===== config.mk =====
export PLATFORM = sky130hd
export DESIGN_NAME = herloa_err_monitor_flat
export DESIGN_NICKNAME = d
export VERILOG_FILES = /design/src/rtl/herloa_err_monitor_if.sv /design/src/rtl/herloa_err_monitor.sv /design/src/flat_wrapper.sv
export SDC_FILE = /design/constraint.sdc
export NUM_CORES = 1
export LEC_CHECK = 0
export BUFFER_PORTS_ARGS = -buffer_cell sky130_fd_sc_hd__buf_2
export CAP_MARGIN = 20
export CORE_ASPECT_RATIO = 0.5
export CORE_UTILIZATION = 45
export CTS_BUF_LIST = sky130_fd_sc_hd__clkbuf_8
export CTS_CLUSTER_DIAMETER = 200
export DETAILED_ROUTE_END_ITERATION = 7
export GPL_TIMING_DRIVEN = 1
export HOLD_SLACK_MARGIN = 0.08
export PLACE_DENSITY_LB_ADDON = 0.2
export SYNTH_ARGS = -nofsm -noshare
export SYNTH_HDL_FRONTEND = slang
export SYNTH_SLANG_ARGS = --single-unit

===== constraint.sdc =====
create_clock -name clk -period 4.2 [get_ports clk]
set_input_delay 0.21 -clock clk [delete_from_list [all_inputs] [get_ports clk]]
set_output_delay 0.21 -clock clk [all_outputs]
set_load 0.02 [all_outputs]

===== src/rtl/herloa_err_monitor_if.sv =====
// rtl/herloa_err_monitor_if.sv - sample and report handshake bundle for herloa_err_monitor
interface herloa_err_monitor_if #(
    parameter int WIDTH = 15,
    parameter int ACC_W = 32,
    parameter int CNT_W = 16
);
    logic             in_valid;
    logic             in_ready;
    logic [WIDTH-1:0] a;
    logic [WIDTH-1:0] b;
    logic [WIDTH:0]   approx_sum;
    logic             out_valid;
    logic             out_ready;
    logic [CNT_W-1:0] rpt_err_cnt;
    logic [ACC_W-1:0] rpt_ed_sum;
    logic [WIDTH:0]   rpt_max_ed;

    modport slave (
        input  in_valid, a, b, approx_sum, out_ready,
        output in_ready, out_valid, rpt_err_cnt, rpt_ed_sum, rpt_max_ed
    );

    modport master (
        output in_valid, a, b, approx_sum, out_ready,
        input  in_ready, out_valid, rpt_err_cnt, rpt_ed_sum, rpt_max_ed
    );
endinterface


===== src/rtl/herloa_err_monitor.sv =====
// rtl/herloa_err_monitor.sv - windowed error-distance statistics for the HERLOA approximate adder
module herloa_err_monitor #(
    parameter int WIDTH  = 15,
    parameter int WINDOW = 256,
    parameter int ACC_W  = 32,
    parameter int CNT_W  = 16
) (
    input  logic                   clk,
    input  logic                   rst,
    herloa_err_monitor_if.slave    bus
);
    localparam int SW    = WIDTH + 1;
    localparam int SUM_W = ((ACC_W > SW) ? ACC_W : SW) + 1;
    localparam logic [SUM_W-1:0] ACC_MAX = {{(SUM_W-ACC_W){1'b0}}, {ACC_W{1'b1}}};
    localparam logic [CNT_W-1:0] LAST    = CNT_W'(WINDOW - 1);
    localparam logic [CNT_W-1:0] FULL    = CNT_W'(WINDOW);

    typedef enum logic [1:0] {ACCUM, DRAIN, REPORT} state_t;

    state_t           state, state_nx;
    logic             accept;
    logic             release_rpt;
    logic [CNT_W-1:0] samp_cnt;
    logic [CNT_W-1:0] acc_cnt;
    logic [CNT_W-1:0] err_cnt;
    logic [SW-1:0]    ed;
    logic             nz;
    logic             v1;
    logic [SW-1:0]    max_ed;
    logic [ACC_W-1:0] ed_sum;
    logic [SW-1:0]    exact_c;
    logic [SW-1:0]    ed_c;
    logic [SUM_W-1:0] sum_c;

    assign bus.in_ready  = (state == ACCUM)  && !rst;
    assign bus.out_valid = (state == REPORT) && !rst;
    assign accept        = bus.in_valid && bus.in_ready;
    assign release_rpt   = bus.out_valid && bus.out_ready;

    assign bus.rpt_err_cnt = err_cnt;
    assign bus.rpt_ed_sum  = ed_sum;
    assign bus.rpt_max_ed  = max_ed;

    // Magnitude is formed by ordered subtraction so the difference never wraps.
    always_comb begin
        exact_c = SW'(bus.a) + SW'(bus.b);
        ed_c    = (exact_c >= bus.approx_sum) ? (exact_c - bus.approx_sum)
                                              : (bus.approx_sum - exact_c);
        sum_c   = SUM_W'(ed_sum) + SUM_W'(ed);
    end

    always_comb begin
        state_nx = state;
        case (state)
            ACCUM:   if (accept && samp_cnt == LAST) state_nx = DRAIN;
            DRAIN:   if (acc_cnt == FULL)            state_nx = REPORT;
            REPORT:  if (bus.out_ready)              state_nx = ACCUM;
            default:                                 state_nx = ACCUM;
        endcase
    end

    always_ff @(posedge clk) begin
        if (rst) begin
            state    <= ACCUM;
            samp_cnt <= '0;
            acc_cnt  <= '0;
            err_cnt  <= '0;
            ed_sum   <= '0;
            max_ed   <= '0;
            ed       <= '0;
            nz       <= 1'b0;
            v1       <= 1'b0;
        end else begin
            state <= state_nx;
            v1    <= accept;
            ed    <= ed_c;
            nz    <= (ed_c != '0);
            // Stage 1 is empty in REPORT, so clearing never races an accumulate.
            if (release_rpt) begin
                samp_cnt <= '0;
                acc_cnt  <= '0;
                err_cnt  <= '0;
                ed_sum   <= '0;
                max_ed   <= '0;
            end else begin
                if (accept) samp_cnt <= samp_cnt + 1'b1;
                if (v1) begin
                    acc_cnt <= acc_cnt + 1'b1;
                    err_cnt <= err_cnt + CNT_W'(nz);
                    ed_sum  <= (sum_c > ACC_MAX) ? {ACC_W{1'b1}} : sum_c[ACC_W-1:0];
                    if (ed > max_ed) max_ed <= ed;
                end
            end
        end
    end
endmodule

===== src/flat_wrapper.sv =====
// flat-port wrapper written by rule: the top's interface ports become plain ports
module herloa_err_monitor_flat 
#(
    parameter int WIDTH  = 15,
    parameter int WINDOW = 256,
    parameter int ACC_W  = 32,
    parameter int CNT_W  = 16
)
  (clk, rst, bus_in_valid, bus_a, bus_b, bus_approx_sum, bus_out_ready, bus_in_ready, bus_out_valid, bus_rpt_err_cnt, bus_rpt_ed_sum, bus_rpt_max_ed);
  herloa_err_monitor_if #(.WIDTH(WIDTH), .ACC_W(ACC_W), .CNT_W(CNT_W)) bus_i ();
  input  logic clk;
  input  logic rst;
  input wire logic [$bits(bus_i.in_valid)-1:0] bus_in_valid;
  input wire logic [$bits(bus_i.a)-1:0] bus_a;
  input wire logic [$bits(bus_i.b)-1:0] bus_b;
  input wire logic [$bits(bus_i.approx_sum)-1:0] bus_approx_sum;
  input wire logic [$bits(bus_i.out_ready)-1:0] bus_out_ready;
  output wire logic [$bits(bus_i.in_ready)-1:0] bus_in_ready;
  output wire logic [$bits(bus_i.out_valid)-1:0] bus_out_valid;
  output wire logic [$bits(bus_i.rpt_err_cnt)-1:0] bus_rpt_err_cnt;
  output wire logic [$bits(bus_i.rpt_ed_sum)-1:0] bus_rpt_ed_sum;
  output wire logic [$bits(bus_i.rpt_max_ed)-1:0] bus_rpt_max_ed;
  assign bus_i.in_valid = bus_in_valid;
  assign bus_i.a = bus_a;
  assign bus_i.b = bus_b;
  assign bus_i.approx_sum = bus_approx_sum;
  assign bus_i.out_ready = bus_out_ready;
  assign bus_in_ready = bus_i.in_ready;
  assign bus_out_valid = bus_i.out_valid;
  assign bus_rpt_err_cnt = bus_i.rpt_err_cnt;
  assign bus_rpt_ed_sum = bus_i.rpt_ed_sum;
  assign bus_rpt_max_ed = bus_i.rpt_max_ed;
  herloa_err_monitor #(.WIDTH(WIDTH), .WINDOW(WINDOW), .ACC_W(ACC_W), .CNT_W(CNT_W)) u_core (.clk(clk), .rst(rst), .bus(bus_i));
endmodule

-- Yosys cells after proc, flatten, opt, wreduce, memory -nomap -nowiden
Cells that the tools add are included.
Widths: inputs -> output; s select.
- latch bits: 0
- logic and storage cells: 43
- memory bits (read-only): 0
- bits of input ports: 50
- RAM bits: 0
- bits in registers: 116
- output and inout port bits: 66
- memories kept: 0
- muxes and demuxes: 6
- shift-type cells: 0
- order comparisons: 3
- divide/modulo/power cells: 0
- bitwise logic cells: 0
- $add $sub $neg: 7
- reduce and logical (&&, ||, !) cells: 11
- equality and inequality tests: 7
- multiply operators: 0
- operators with widths (kind ; count):
    $add 32x16->33 ; 1
    $gt 33x32->1 const B ; 1
    $add 16x1->16 const B ; 2
    $mux 32 ; 1
    $sub 16x16->16 ; 2
    $add 15x15->16 ; 1
    $add 16x1->16 ; 1
    $eq 16x8->1 const B ; 1
    $eq 16x9->1 const B ; 1
    $ge 16x16->1 ; 1
    $gt 16x16->1 ; 1
    $mux 16 ; 1
    $reduce_bool 16->1 ; 1
    $mux 2 ; 3
    $pmux 2 s3 ; 1
    $logic_and 1x1->1 ; 5
    $ne 2x2->1 const B ; 2
    $reduce_and 3->1 ; 1
    $eq 2x1->1 const B ; 1
    $eq 2x2->1 const B ; 1
    $logic_not 2->1 ; 1
    $ne 2x1->1 const B ; 1
    $reduce_and 2->1 ; 1
    $reduce_or 2->1 ; 1
    $logic_not 1->1 ; 1

-- Logic depth before layout (Yosys ltp)
- depth in word-level cells: 6
- gate-level depth with buffers: 22
- gate-level depth less buffers: 21

-- Worst setup path after synthesis
Ideal clock, no wire load.
- path kind: input to register
- start: input bus_b[0]
- end: register u_core.nz
- data arrival time: 4.359 ns
- buffers on the path: 0
- stages on the path: 20
- library setup time: 0.132 ns
- required time: 4.068 ns
- setup slack: -0.291 ns
- cells stage by stage: ha_1 > fa_1 > a21o_1 > a21oi_1 > o21bai_1 > a21oi_1 > o21bai_1 > a211oi_1 > o21ai_0 > and3_1 > or3_1 > ha_1 > nand4_1 > o221ai_1 > nor2_2 > nor4_1 > a21oi_1 > xor2_1 > nor4_1 > a31oi_1
- word-level cells in the longest chain between the ends: 4
- elaborated cells between the ends (all ways): 6
- classes of those cells: 3 x add/sub; 1 x order compare; 1 x mux; 1 x reduce/logical
- ends and longest elaborated chain (element ; RTL line ; text):
    start: declaration ; flat_wrapper.sv:15 ; input wire logic [$bits(bus_i.b)-1:0] bus_b;
    $add 15x15->16 * ; herloa_err_monitor.sv:46 ; exact_c = SW'(bus.a) + SW'(bus.b);
    $sub 16x16->16 (tied with other cells) ; herloa_err_monitor.sv:48 ; : (bus.approx_sum - exact_c);
    $mux 16 * ; herloa_err_monitor.sv:47 ; ed_c = (exact_c >= bus.approx_sum) ? (exact_c - bus.approx_sum)
    $reduce_bool 16->1 * ; herloa_err_monitor.sv:77 ; nz <= (ed_c != '0);
    end signal: assignment ; herloa_err_monitor.sv:77 ;
    end: declaration ; herloa_err_monitor.sv:27 ; logic nz;
Every way passes the cells marked *; elsewhere a longest branch is shown, timed or not.
A chain may end at the register's enable or synchronous reset.

-- Worst setup path after layout
Ends and elaborated chain as after synthesis.

==> run summary <==
* Seq cells post-synth: 116
* die area: 17990 um2
* Via-to-Cell Ratio: 5.379
* share of synthesized registers carrying an async set or reset: 0
* number of top-level design ports: 116
* final cycle utilization of the critical path: 0.9960
* class of the most critical setup path: in -> reg
* final hold vios: 0
* antenna violations before repair: 0
* CTS buffer count: 17
* mean post-synth cell area: 8.358 um2
* number of fillers in the final layout: 1544
* final cell count without fillers: 1346
* root buffer selected by CTS: sky130_fd_sc_hd__clkbuf_8
* Max clock buf depth: 2
* number of setup violations in the final report: 0
* Initial Utilization: 0.4700
* number of I/O port buffers: 115
* ANT cells: 0
* area of the placeable core: 16680 um2
* nature of the critical path startpoint: primary input
* 1st-pass router iterations: 5
* most used standard cell by instance count after synthesis: sky130_fd_sc_hd__dfxtp_1
* kind of end point of the critical path: register
* Final Max Tran Viols: 0
* clock transition time at the flip-flop clock pins of the worst setup and hold paths: 60 ps
* Clock Skews: 9.879 ps
* most used flip-flop cell after synthesis: sky130_fd_sc_hd__dfxtp_1
* global-route wire length before repair: 30500 um
* total global routing overflow: 0
* HP Class: in -> reg
* Netlist Area Pre-Place: 7840 um2
* clock tree sinks: 116
* most area-hungry cell type in the Yosys netlist: sky130_fd_sc_hd__dfxtp_1
* met1 routing resource usage after global routing: 0.2758
* half-perimeter wire length of the detailed placement result: 14460 um
* Post-Route WL: 18800 um
* Yosys top cell area share: 0.2962
* Routed WL per cell: 13.96 um
* synth unique cells: 75
* via count of the first global-routing pass: 6543
* routing usage on met2: 0.3548
* result of the run: finished clean
* Layout area overhead: 23.33%
* maximum net fanout on the critical path: 3
* maximum vdd ir drop: 0.0002152 V
* global route hottest layer: met2
* Post-DRT Antenna Nets: 0
* Die Y: 95.34 um
* Row Count: 33
* cell count after synthesis: 938
* insertion delay to the later sink of the worst-skew pair: 440 ps
* leakage: 0.004406 uW
* via count: 7240
* number of enable-type register cells in the synthesized netlist: 0
* total of warnings raised by yosys: 0
* number of nets at the end of the flow: 1243
* achievable clock frequency: 239.0 MHz
* met3 demand-to-capacity share in global routing: 0.03607
* overall power: 4215 uW
* sequential area share after synthesis: 0.2962
* RePlAce Congestion: 0.8636
* clock tree from TritonCTS: yes
* synth top area cells: sky130_fd_sc_hd__dfxtp_1, sky130_fd_sc_hd__ha_1, sky130_fd_sc_hd__xor2_1
* number of H-tree levels: 4
* GRT Resource Usage Total: 0.2104
* most numerous cell types in the synthesized netlist: sky130_fd_sc_hd__dfxtp_1, sky130_fd_sc_hd__nor2_1, sky130_fd_sc_hd__ha_1
* Final Critical Period: 4183 ps
* proportion of layout cells with a drive suffix above 1: 0.2386
* Placed Cells incl. Taps: 1303
* number of maximum-capacitance violations: 0
* DR iter-0 viols: 411
* Least-Margin Pin Slew: 917.9 ps
* relative slew slack: 0.3881
* synthesized net count: 1075
* RSZ-0062 raised after global routing: yes
* required time of the critical path: 4500 ps
* DRC violation count after routing: 0
* overall die width: 188.7 um
* arrival time worst endpoint: 4490 ps
* pwr/cell area: 435.9 nW/um2
* largest net degree at the start of global routing: 52
layout make-up:
class,instances,area [um2],share of cell area
inverter,66,247.7,0.02562
sequential,116,2323,0.2403
clock buffer,18,247.7,0.02562
timing repair buffer,181,1091,0.1128
clock inverter,14,161.4,0.01669
tap,227,284.0,0.02937
multi-input combinational,724,5314,0.5496
metrics by stage:
stage	utilization	hold slack, ps	cell area [um2]	setup WS, ps	setup TNS, ps
2_1_floorplan	-	401.3	7906	22.09	0
3_3_place_gp	0.5418	465.7	9037	-445.3	-1415
3_5_place_dp	0.5418	483.0	9037	-581.6	-3011
4_1_cts	0.5697	87.27	9503	26.81	0
5_1_grt	0.5797	119.9	9669	-206.2	-429.3
6_report	0.5797	106.6	9669	16.76	0
per-layer routing:
metal,part of all wire,vias up
met4,0.0093,0
met3,0.042,13
met5,0,-
li1,-,3700
met1,0.50,3359
met2,0.45,168
cell families (layout without fill, tap and decap cells):
family	count (synthesis)	in the layout	share of synthesized area
buffers and inverters	98	279	0.04979
adders and majority gates	87	87	0.1427
DFF	116	116	0.2962
AOI/OAI and AO/OA	234	234	0.1971
and+or+nand+nor	304	304	0.1985
muxes	30	30	0.03862
xor gates and xnor gates	69	69	0.07708
state kept, by name (all words and copies together) (netlist names):
| signal | count |
|---|---|
| u_core.nz | 1 |
| u_core.bus.rpt_ed_sum | 32 |
| u_core.samp_cnt | 16 |
| u_core.bus.rpt_err_cnt | 16 |
| u_core.bus.rpt_max_ed | 16 |
| u_core.ed | 16 |
| u_core.acc_cnt | 16 |
| u_core.state | 2 |
| u_core.v1 | 1 |
where the power goes:
part / switching [uW] / internal (uW)
Combinational: 959 / 884
Clock: 465 / 596
Sequential: 115 / 1200
Total: 1540 / 2680
worst max-delay path, cell delays in order:
cell and delay, ps:
sky130_fd_sc_hd__buf_6 100, sky130_fd_sc_hd__ha_4 150, sky130_fd_sc_hd__fa_2 340, sky130_fd_sc_hd__a21o_1 190, sky130_fd_sc_hd__a21oi_2 160, sky130_fd_sc_hd__o21bai_1 90
sky130_fd_sc_hd__a21oi_2 190, sky130_fd_sc_hd__o21bai_2 90, sky130_fd_sc_hd__a211oi_2 310, sky130_fd_sc_hd__o21ai_2 150, sky130_fd_sc_hd__and3_4 170, sky130_fd_sc_hd__or3_4 340
sky130_fd_sc_hd__ha_4 280, sky130_fd_sc_hd__nand4_1 180, sky130_fd_sc_hd__nor2_2 180, sky130_fd_sc_hd__o211ai_1 170, sky130_fd_sc_hd__buf_4 190, sky130_fd_sc_hd__buf_4 130
sky130_fd_sc_hd__a22oi_1 260, sky130_fd_sc_hd__nor2_1 100, sky130_fd_sc_hd__nor3_2 110, sky130_fd_sc_hd__nand4b_1 140, sky130_fd_sc_hd__nor4_2 150, sky130_fd_sc_hd__a31oi_1 100
layout by cell type (no fill, tap or decap), drive strengths merged, types with 4 or more instances in the layout:
cell	count
xor2	46
nor2b	5
xnor2	23
nand4b	4
nor3	23
nand4	19
nand2	45
a211oi	8
and3	23
buf	181
and2	7
o21bai	8
or3	17
nand3	24
o21a	7
fa	4
nor4b	4
and4	8
nor4	7
a21o	23
ha	83
nor2	100
a31oi	22
or2	4
clkinv	6
clkinvlp	5
mux2i	28
o21ai	56
o31ai	4
inv	66
a21oi	65
o211ai	6
dfxtp	116
clkbuf	18
nand2b	10
path summary, 6_finish.rpt:
check | end | slack, ps | cells after the start | from
max | u_core.nz | 20 | 24 | bus_b[0]
min | u_core.state[1] | 110 | 3 | bus_out_ready
max reg2reg | u_core.bus.rpt_ed_sum[29] | 970 | 11 | u_core.ed[0]
min reg2reg | u_core.state[0] | 490 | 1 | u_core.state[1]
timing repair:
item / in CTS / in global routing
gates resized for setup: 5 / 20
hold buffers: 0 / 0
setup buffers: 4 / 7
setup endpoints to repair: 1 / 3
pin swaps: 4 / 24
Note: power is estimated with default switching activity, not from simulation.
